--- config.mk ---
export PLATFORM = sky130hd
export DESIGN_NAME = i2c_rx_controller
export DESIGN_NICKNAME = d
export VERILOG_FILES = /design/src/rtl/i2c_rx_controller.sv
export SDC_FILE = /design/constraint.sdc
export NUM_CORES = 1
export LEC_CHECK = 0
export ABC_AREA = 1
export BUFFER_PORTS_ARGS = -buffer_cell sky130_fd_sc_hd__clkbuf_2
export CAP_MARGIN = 20
export CORE_MARGIN = 4
export CORE_UTILIZATION = 60
export CTS_BUF_LIST = sky130_fd_sc_hd__clkbuf_16
export DETAILED_ROUTE_END_ITERATION = 12
export PLACE_DENSITY = 0.84
export SLEW_MARGIN = 20
export SYNTH_ARGS = -nofsm -noshare
export SYNTH_HDL_FRONTEND = slang
export SYNTH_SLANG_ARGS = --single-unit
--- constraint.sdc ---
create_clock -name clk -period 2 [get_ports clk]
set_input_delay 0.1 -clock clk [delete_from_list [all_inputs] [get_ports clk]]
set_output_delay 0.1 -clock clk [all_outputs]
set_load 0.01 [all_outputs]
--- src/rtl/i2c_rx_controller.sv ---
// Serial frame receiver: start bit, length header, N data bytes with per-byte
// ack, stop slot; received bytes land in a 2-entry FIFO drained by the consumer.
module i2c_rx_controller (
  input  logic       clk,
  input  logic       reset,
  input  logic       sdaIn,
  output logic       ackOut,
  input  logic       rdEn,
  output logic [7:0] dataOut,
  output logic       dataValid,
  output logic [7:0] burstLen,
  output logic       frameDone,
  output logic       nackErr,
  output logic       frmErr,
  output logic       busy
);

  typedef enum logic [2:0] {IDLE, HDR, HACK, DATA, DACK, STOP} state_t;

  state_t      state, state_nxt;
  logic [2:0]  bitCnt;
  logic [7:0]  shReg;
  logic [7:0]  shNext;
  logic [7:0]  remCnt;
  logic [7:0]  tailReg;
  logic [1:0]  count;
  logic        aborted;
  logic        space;
  logic        push;
  logic        pop;

  // Handshake: a byte is pushed only in DACK with space; the consumer pops with
  // rdEn while dataValid=1, and a pop in the same cycle frees the slot it needs.
  always_comb begin
    shNext = {shReg[6:0], sdaIn};
    space  = (count < 2'd2) || ((count == 2'd2) && rdEn);
    pop    = rdEn && (count != 2'd0);
    push   = (state == DACK) && space;
    ackOut = !((state == HACK) || ((state == DACK) && space));
    dataValid = (count != 2'd0);
    busy      = (state != IDLE);
  end

  always_comb begin
    state_nxt = state;
    case (state)
      IDLE: if (!sdaIn) state_nxt = HDR;
      HDR:  if (bitCnt == 3'd7) state_nxt = HACK;
      HACK: state_nxt = (burstLen == 8'd0) ? STOP : DATA;
      DATA: if (bitCnt == 3'd7) state_nxt = DACK;
      DACK: begin
        if (space && (remCnt != 8'd1)) state_nxt = DATA;
        else                           state_nxt = STOP;
      end
      STOP:    state_nxt = IDLE;
      default: state_nxt = IDLE;
    endcase
  end

  always_ff @(posedge clk) begin
    if (reset) begin
      state     <= IDLE;
      bitCnt    <= 3'd0;
      shReg     <= 8'h00;
      remCnt    <= 8'h00;
      burstLen  <= 8'h00;
      aborted   <= 1'b0;
      frameDone <= 1'b0;
      nackErr   <= 1'b0;
      frmErr    <= 1'b0;
    end else begin
      state     <= state_nxt;
      // An overflow-aborted frame never reports a good stop; a bad stop slot
      // is still flagged.
      frameDone <= (state == STOP) && sdaIn && !aborted;
      frmErr    <= (state == STOP) && !sdaIn;
      nackErr   <= (state == DACK) && !space;
      case (state)
        IDLE: begin
          bitCnt  <= 3'd0;
          aborted <= 1'b0;
        end
        HDR: begin
          shReg  <= shNext;
          bitCnt <= bitCnt + 3'd1;
          if (bitCnt == 3'd7) begin
            burstLen <= shNext;
            remCnt   <= shNext;
          end
        end
        DATA: begin
          shReg  <= shNext;
          bitCnt <= bitCnt + 3'd1;
        end
        DACK: begin
          if (space) remCnt  <= remCnt - 8'd1;
          else       aborted <= 1'b1;
        end
        default: ;
      endcase
    end
  end

  // dataOut is a real register holding the head so it keeps its value once
  // the buffer drains; tailReg is the second slot.
  always_ff @(posedge clk) begin
    if (reset) begin
      dataOut <= 8'h00;
      tailReg <= 8'h00;
      count   <= 2'd0;
    end else begin
      case (count)
        2'd0: begin
          if (push) begin
            dataOut <= shReg;
            count   <= 2'd1;
          end
        end
        2'd1: begin
          if (push && pop) begin
            dataOut <= shReg;
          end else if (push) begin
            tailReg <= shReg;
            count   <= 2'd2;
          end else if (pop) begin
            count   <= 2'd0;
          end
        end
        2'd2: begin
          if (pop) begin
            dataOut <= tailReg;
            if (push) tailReg <= shReg;
            else      count   <= 2'd1;
          end
        end
        default: count <= 2'd0;
      endcase
    end
  end

endmodule
== Yosys cells after proc, flatten, opt, wreduce, memory -nomap -nowiden ==
Index checks and enable logic that the tools add are counted.
Storage, ports and cells
  bits in registers: 52
  input bits: 4
  output and inout port bits: 22
  word-level logic and storage cells: 95
Cells by class
  add/subtract/negate cells: 2
  order comparisons: 1
  eq/ne operators: 20
  mux-type cells: 27
  reductions and logical operators: 33
Operators with widths (number)
  $mux 8: 8
  $pmux 8 s2: 2
  $pmux 8 s3: 1
  $ne 2x2->1 const B: 10
  $mux 3: 5
  $pmux 3 s5: 1
  $mux 2: 6
  $reduce_bool 2->1: 5
  $eq 3x3->1 const B: 3
  $logic_and 1x1->1: 9
  $reduce_and 3->1: 3
  $logic_not 8->1: 1
  $ne 8x1->1 const B: 1
  $sub 8x1->8 const B: 1
  $eq 3x2->1 const B: 2
  $pmux 2 s3: 1
  $pmux 3 s2: 1
  $reduce_bool 3->1: 2
  $reduce_and 5->1: 1
  $logic_not 1->1: 4
  $reduce_and 2->1: 2
  $reduce_and 4->1: 1
  $add 3x1->3 const B: 1
  $eq 3x1->1 const B: 1
  10 further kinds: 11

== Longest topological paths before layout ==
  depth in word-level cells: 7
  depth in mapped cells: 11
  mapped depth without buffers: 9

== Worst setup path before layout ==
Ideal clock, no wire load.
  kind: register -> register
  start point: register bitCnt[0]
  end point: register remCnt[4]
  library setup time: 134 ps
  arrival: 1235 ps
  data required time: 1866 ps
  setup slack: 632 ps
  stages on the path, launching flop included: 9
  buffers on the path: 1
  clock period less this slack: 1368 ps
  cells stage by stage: dfxtp_1 -> ha_1 -> ha_1 -> nand3_2 -> nand2_4 -> inv_2 -> buf_6 -> o21ai_1 -> a21oi_1
Between the ends
  cells in the longest elaborated chain, start to end: 3
RTL lines
  from (decl): RTL line 21  | logic [2:0] bitCnt;
  from (signal assigned): RTL line 85  | bitCnt <= bitCnt + 3'd1;
  from (signal assigned): RTL line 93  | bitCnt <= bitCnt + 3'd1;
  $eq 3x3->1: RTL line 86  | if (bitCnt == 3'd7) begin
  $ne 2x2->1 (no source line)
  $reduce_and 3->1 (no source line)
  to (signal assigned): RTL line 88  | remCnt <= shNext;
  to (signal assigned): RTL line 96  | if (space) remCnt <= remCnt - 8'd1;
  to (decl): RTL line 24  | logic [7:0] remCnt;
Every way passes these cells.
A chain may end at the register's enable or synchronous reset.

== Worst setup path in the final report ==
  start point: register state[0]
  end point: register remCnt[3]
Between the ends
  cells in the longest elaborated chain, start to end: 3
  elaborated cells between the ends (all ways): 7
  classes of those cells: 4 x eq/ne; 1 x mux; 2 x reduce/logical
RTL lines
  from (decl): RTL line 20  | state_t state, state_nxt;
  from (signal assigned): RTL line 72  | state <= state_nxt;
  $eq 3x3->1 or $eq 3x1->1 (tied branches): RTL line 78  | case (state)
  $ne 2x2->1 (no source line) or $reduce_bool 2->1 (tied branches)
  $reduce_and 3->1 (no source line)
Several ways; a longest one is shown, not always the timed one.

==> qor.txt <==
Max-cap violations -> 0
Remaining global-route overflow -> 0
IO Count -> 26
Input/output buffers -> 25
Final TNS setup -> 0 ns
Status -> finished clean
Final worst-path cycle share -> 79.1%
Number of synthesized register bits -> 52
Maximum clock insertion buffer count -> 2
Clk sinks -> 52
Top-count cell post-synth -> nand2_1
Sequential fraction of the synthesis area -> 43.2%
Multi-input gate area -> 1190 um^2
Delay-heaviest family, CP -> flip-flops
Critical-path cell list -> nor2_4 > nand2_4 > clkinv_4 > nand2_4 > nand2_4 > inv_2 > nand2_1 > a21oi_1
Number of global-route vias before repair -> 1945
Final Hold Viols -> 0
Max incr delay on CP -> 0.52 ns
Most area-consuming cells after synthesis -> dfxtp_1 (43%), nand2_1 (11%), nor2_1 (9.5%), o21ai_0 (8.1%), a21oi_1 (6.4%)
Diodes inserted -> 0
WL/cell -> 12.9 um
Gates resized, CTS repair -> 0
Initial antenna violation count -> 0
Design area -> 2680 um^2
Unique cell type count in the Yosys netlist -> 32
Total number of vias -> 2203
Root Driver -> clkbuf_16
Critical Path Fanout Max -> 14
Layout Nets -> 365
Relative slew slack -> 77.5%
Mapped Cells -> 335
Cell area after synthesis -> 2410 um^2
Die Ht -> 71.4 um
Area post-placement -> 2540 um^2
Via density -> 5.44
Hpwl dp -> 3.71 mm
FFs w/ async S/R, synth -> 0%
CP dominant cell by count -> nand2_4
Core area -> 3770 um^2
Worst-Margin Slew -> 0.337 ns
Detailed router's first-iteration violation count -> 202
Syn nets -> 343
FILL cells -> 310
Post-CTS setup buffers -> 0
Fmax -> 632 MHz
Die W -> 71.4 um
Detailed Routing Iterations Pass 1 -> 5
Worst Hold Class -> in2reg
Residual DRC -> 0
Predominant post-synthesis flop cell -> dfxtp_1
Yosys top cell area share -> 43.2%
Setup WS pre-CTS -> 0.448 ns
Leak pwr -> 0.00117 uW
CTS tree -> yes
Crit path buffers/inverters -> 2
Rows -> 22
Commonest cells post-synth -> nand2_1 (69), nor2_1 (61), dfxtp_1 (52), o21ai_0 (39), a21oi_1 (31)
Full die area -> 5100 um^2
CP Class -> reg2reg
Mean Syn Cell Area -> 7.20 um^2
FF+latch area -> 1040 um^2
Share of layout cells above drive strength 1 -> 15.7%
Arrival @ worst endpoint -> 1.80 ns
Later-pin clock latency in the skew report -> 0.28 ns
Core Util, Final -> 71.0%
Num CTS Buffers -> 5
Clock transition at the registers of the reported paths -> 0.07 ns
Synth warn -> 0
ANT nets after route -> 0
Fin crit period -> 1.58 ns
Initial Utilization -> 63.9%
First-pass GRT wire length -> 8.85 mm
Required @ worst endpoint -> 2.22 ns
Gp weighted congestion -> 0.841
Post-synth EDFFs -> 0
Pins over their slew limit -> 0
RSZ-0062 raised after global routing -> false
CP max stage cell -> dfxtp_1
Pwr/cell area -> 985 nW/um^2
Critical Path Start Type -> flip-flop
Worst vdd ir -> 0.575 mV
Hold bufs inserted after CTS -> 0
H-Tree Depth -> 2
Yosys top cell by area -> dfxtp_1
GRT Overall Usage -> 21.3%
Final setup fails -> 0
Largest net degree at the start of global routing -> 30
Critical path endpoint category -> flip-flop
WL final -> 5.24 mm
Layout area overhead -> 11.0%
Skew final -> 0.00480 ns
Final worst slack -> 0.417 ns
-- final timing paths --
check,startpoint,cells past startpoint,slack [ns],end
worst max-delay path,state[0]$_SDFFE_PP0P_,8,0.42,remCnt[3]$_SDFFE_PP0P_
worst min-delay path,sdaIn,2,0.01,frmErr$_SDFF_PP0_
worst max register to register,state[0]$_SDFFE_PP0P_,8,0.42,remCnt[3]$_SDFFE_PP0P_
worst min register to register,aborted$_SDFFE_PP0P_,1,0.42,frameDone$_SDFF_PP0_
-- power breakdown --
group	internal [uW]	leakage, uW	switching (uW)
registers	1140	0.000421	131
logic	197	0.000685	363
clock network	454	0.0000657	352
-- area by class of cell --
cell class | instances | share of cell area [%]
multi-input combinational | 245 | 44.6
inverter | 26 | 3.88
sequential | 52 | 38.9
clock inverter | 2 | 0.468
timing repair buffer | 27 | 5.24
clock buffer | 5 | 4.68
tap | 48 | 2.24
-- per-layer routing --
layer / vias up / track usage, % / part of all wire, %
met4: 0 / 7.72 / 1.3
met2: 69 / 33.7 / 47
met3: 8 / 4.07 / 4.7
li1: 1126 / - / -
met1: 1000 / 28.9 / 47
met5: - / 0 / 0
-- worst reg2reg max path, stage by stage, from the launching register on --
cell	delay, ns
dfxtp_1	0.52
nor2_4	0.09
nand2_4	0.18
clkinv_4	0.16
nand2_4	0.09
nand2_4	0.06
inv_2	0.18
nand2_1	0.10
a21oi_1	0.14
-- state kept, by name, summed over array words and instances (netlist names) --
signal / flops
aborted: 1
bitCnt: 3
count: 2
state: 3
frameDone: 1
burstLen: 8
remCnt: 8
tailReg: 8
shReg: 8
nackErr: 1
dataOut: 8
frmErr: 1
-- cells by family after synthesis --
group	after synthesis	share of synthesized area, %
AOI/OAI and AO/OA	81	18.0
adders and majority gates	4	2.08
buffers and inverters	38	7.32
DFF	52	43.2
and+or+nand+nor	160	29.4
-- metrics by stage --
step / std cells / total power [uW] / hold WS [ns]
floorplan: 335 / 1690 / 0.179
global placement: 398 / 1820 / 0.306
detailed placement: 398 / 1840 / 0.309
CTS: 405 / 2640 / 0.0105
global route: 405 / 2780 / 0.0316
finish: 405 / 2640 / 0.0135
-- layout by cell type (no fill, tap or decap), drive strengths merged --
master and count:
nand2 77, nor2 66, dfxtp 52, o21ai 44
a21oi 32, clkbuf 30, inv 24, nand3 13
ha 4, clkinv 3, nor3 2, o211ai 2
buf 2, a21boi 1, a31oi 1, o22ai 1
nor4 1, and2 1, clkinvlp 1
Power figures use the tool's default switching activity.
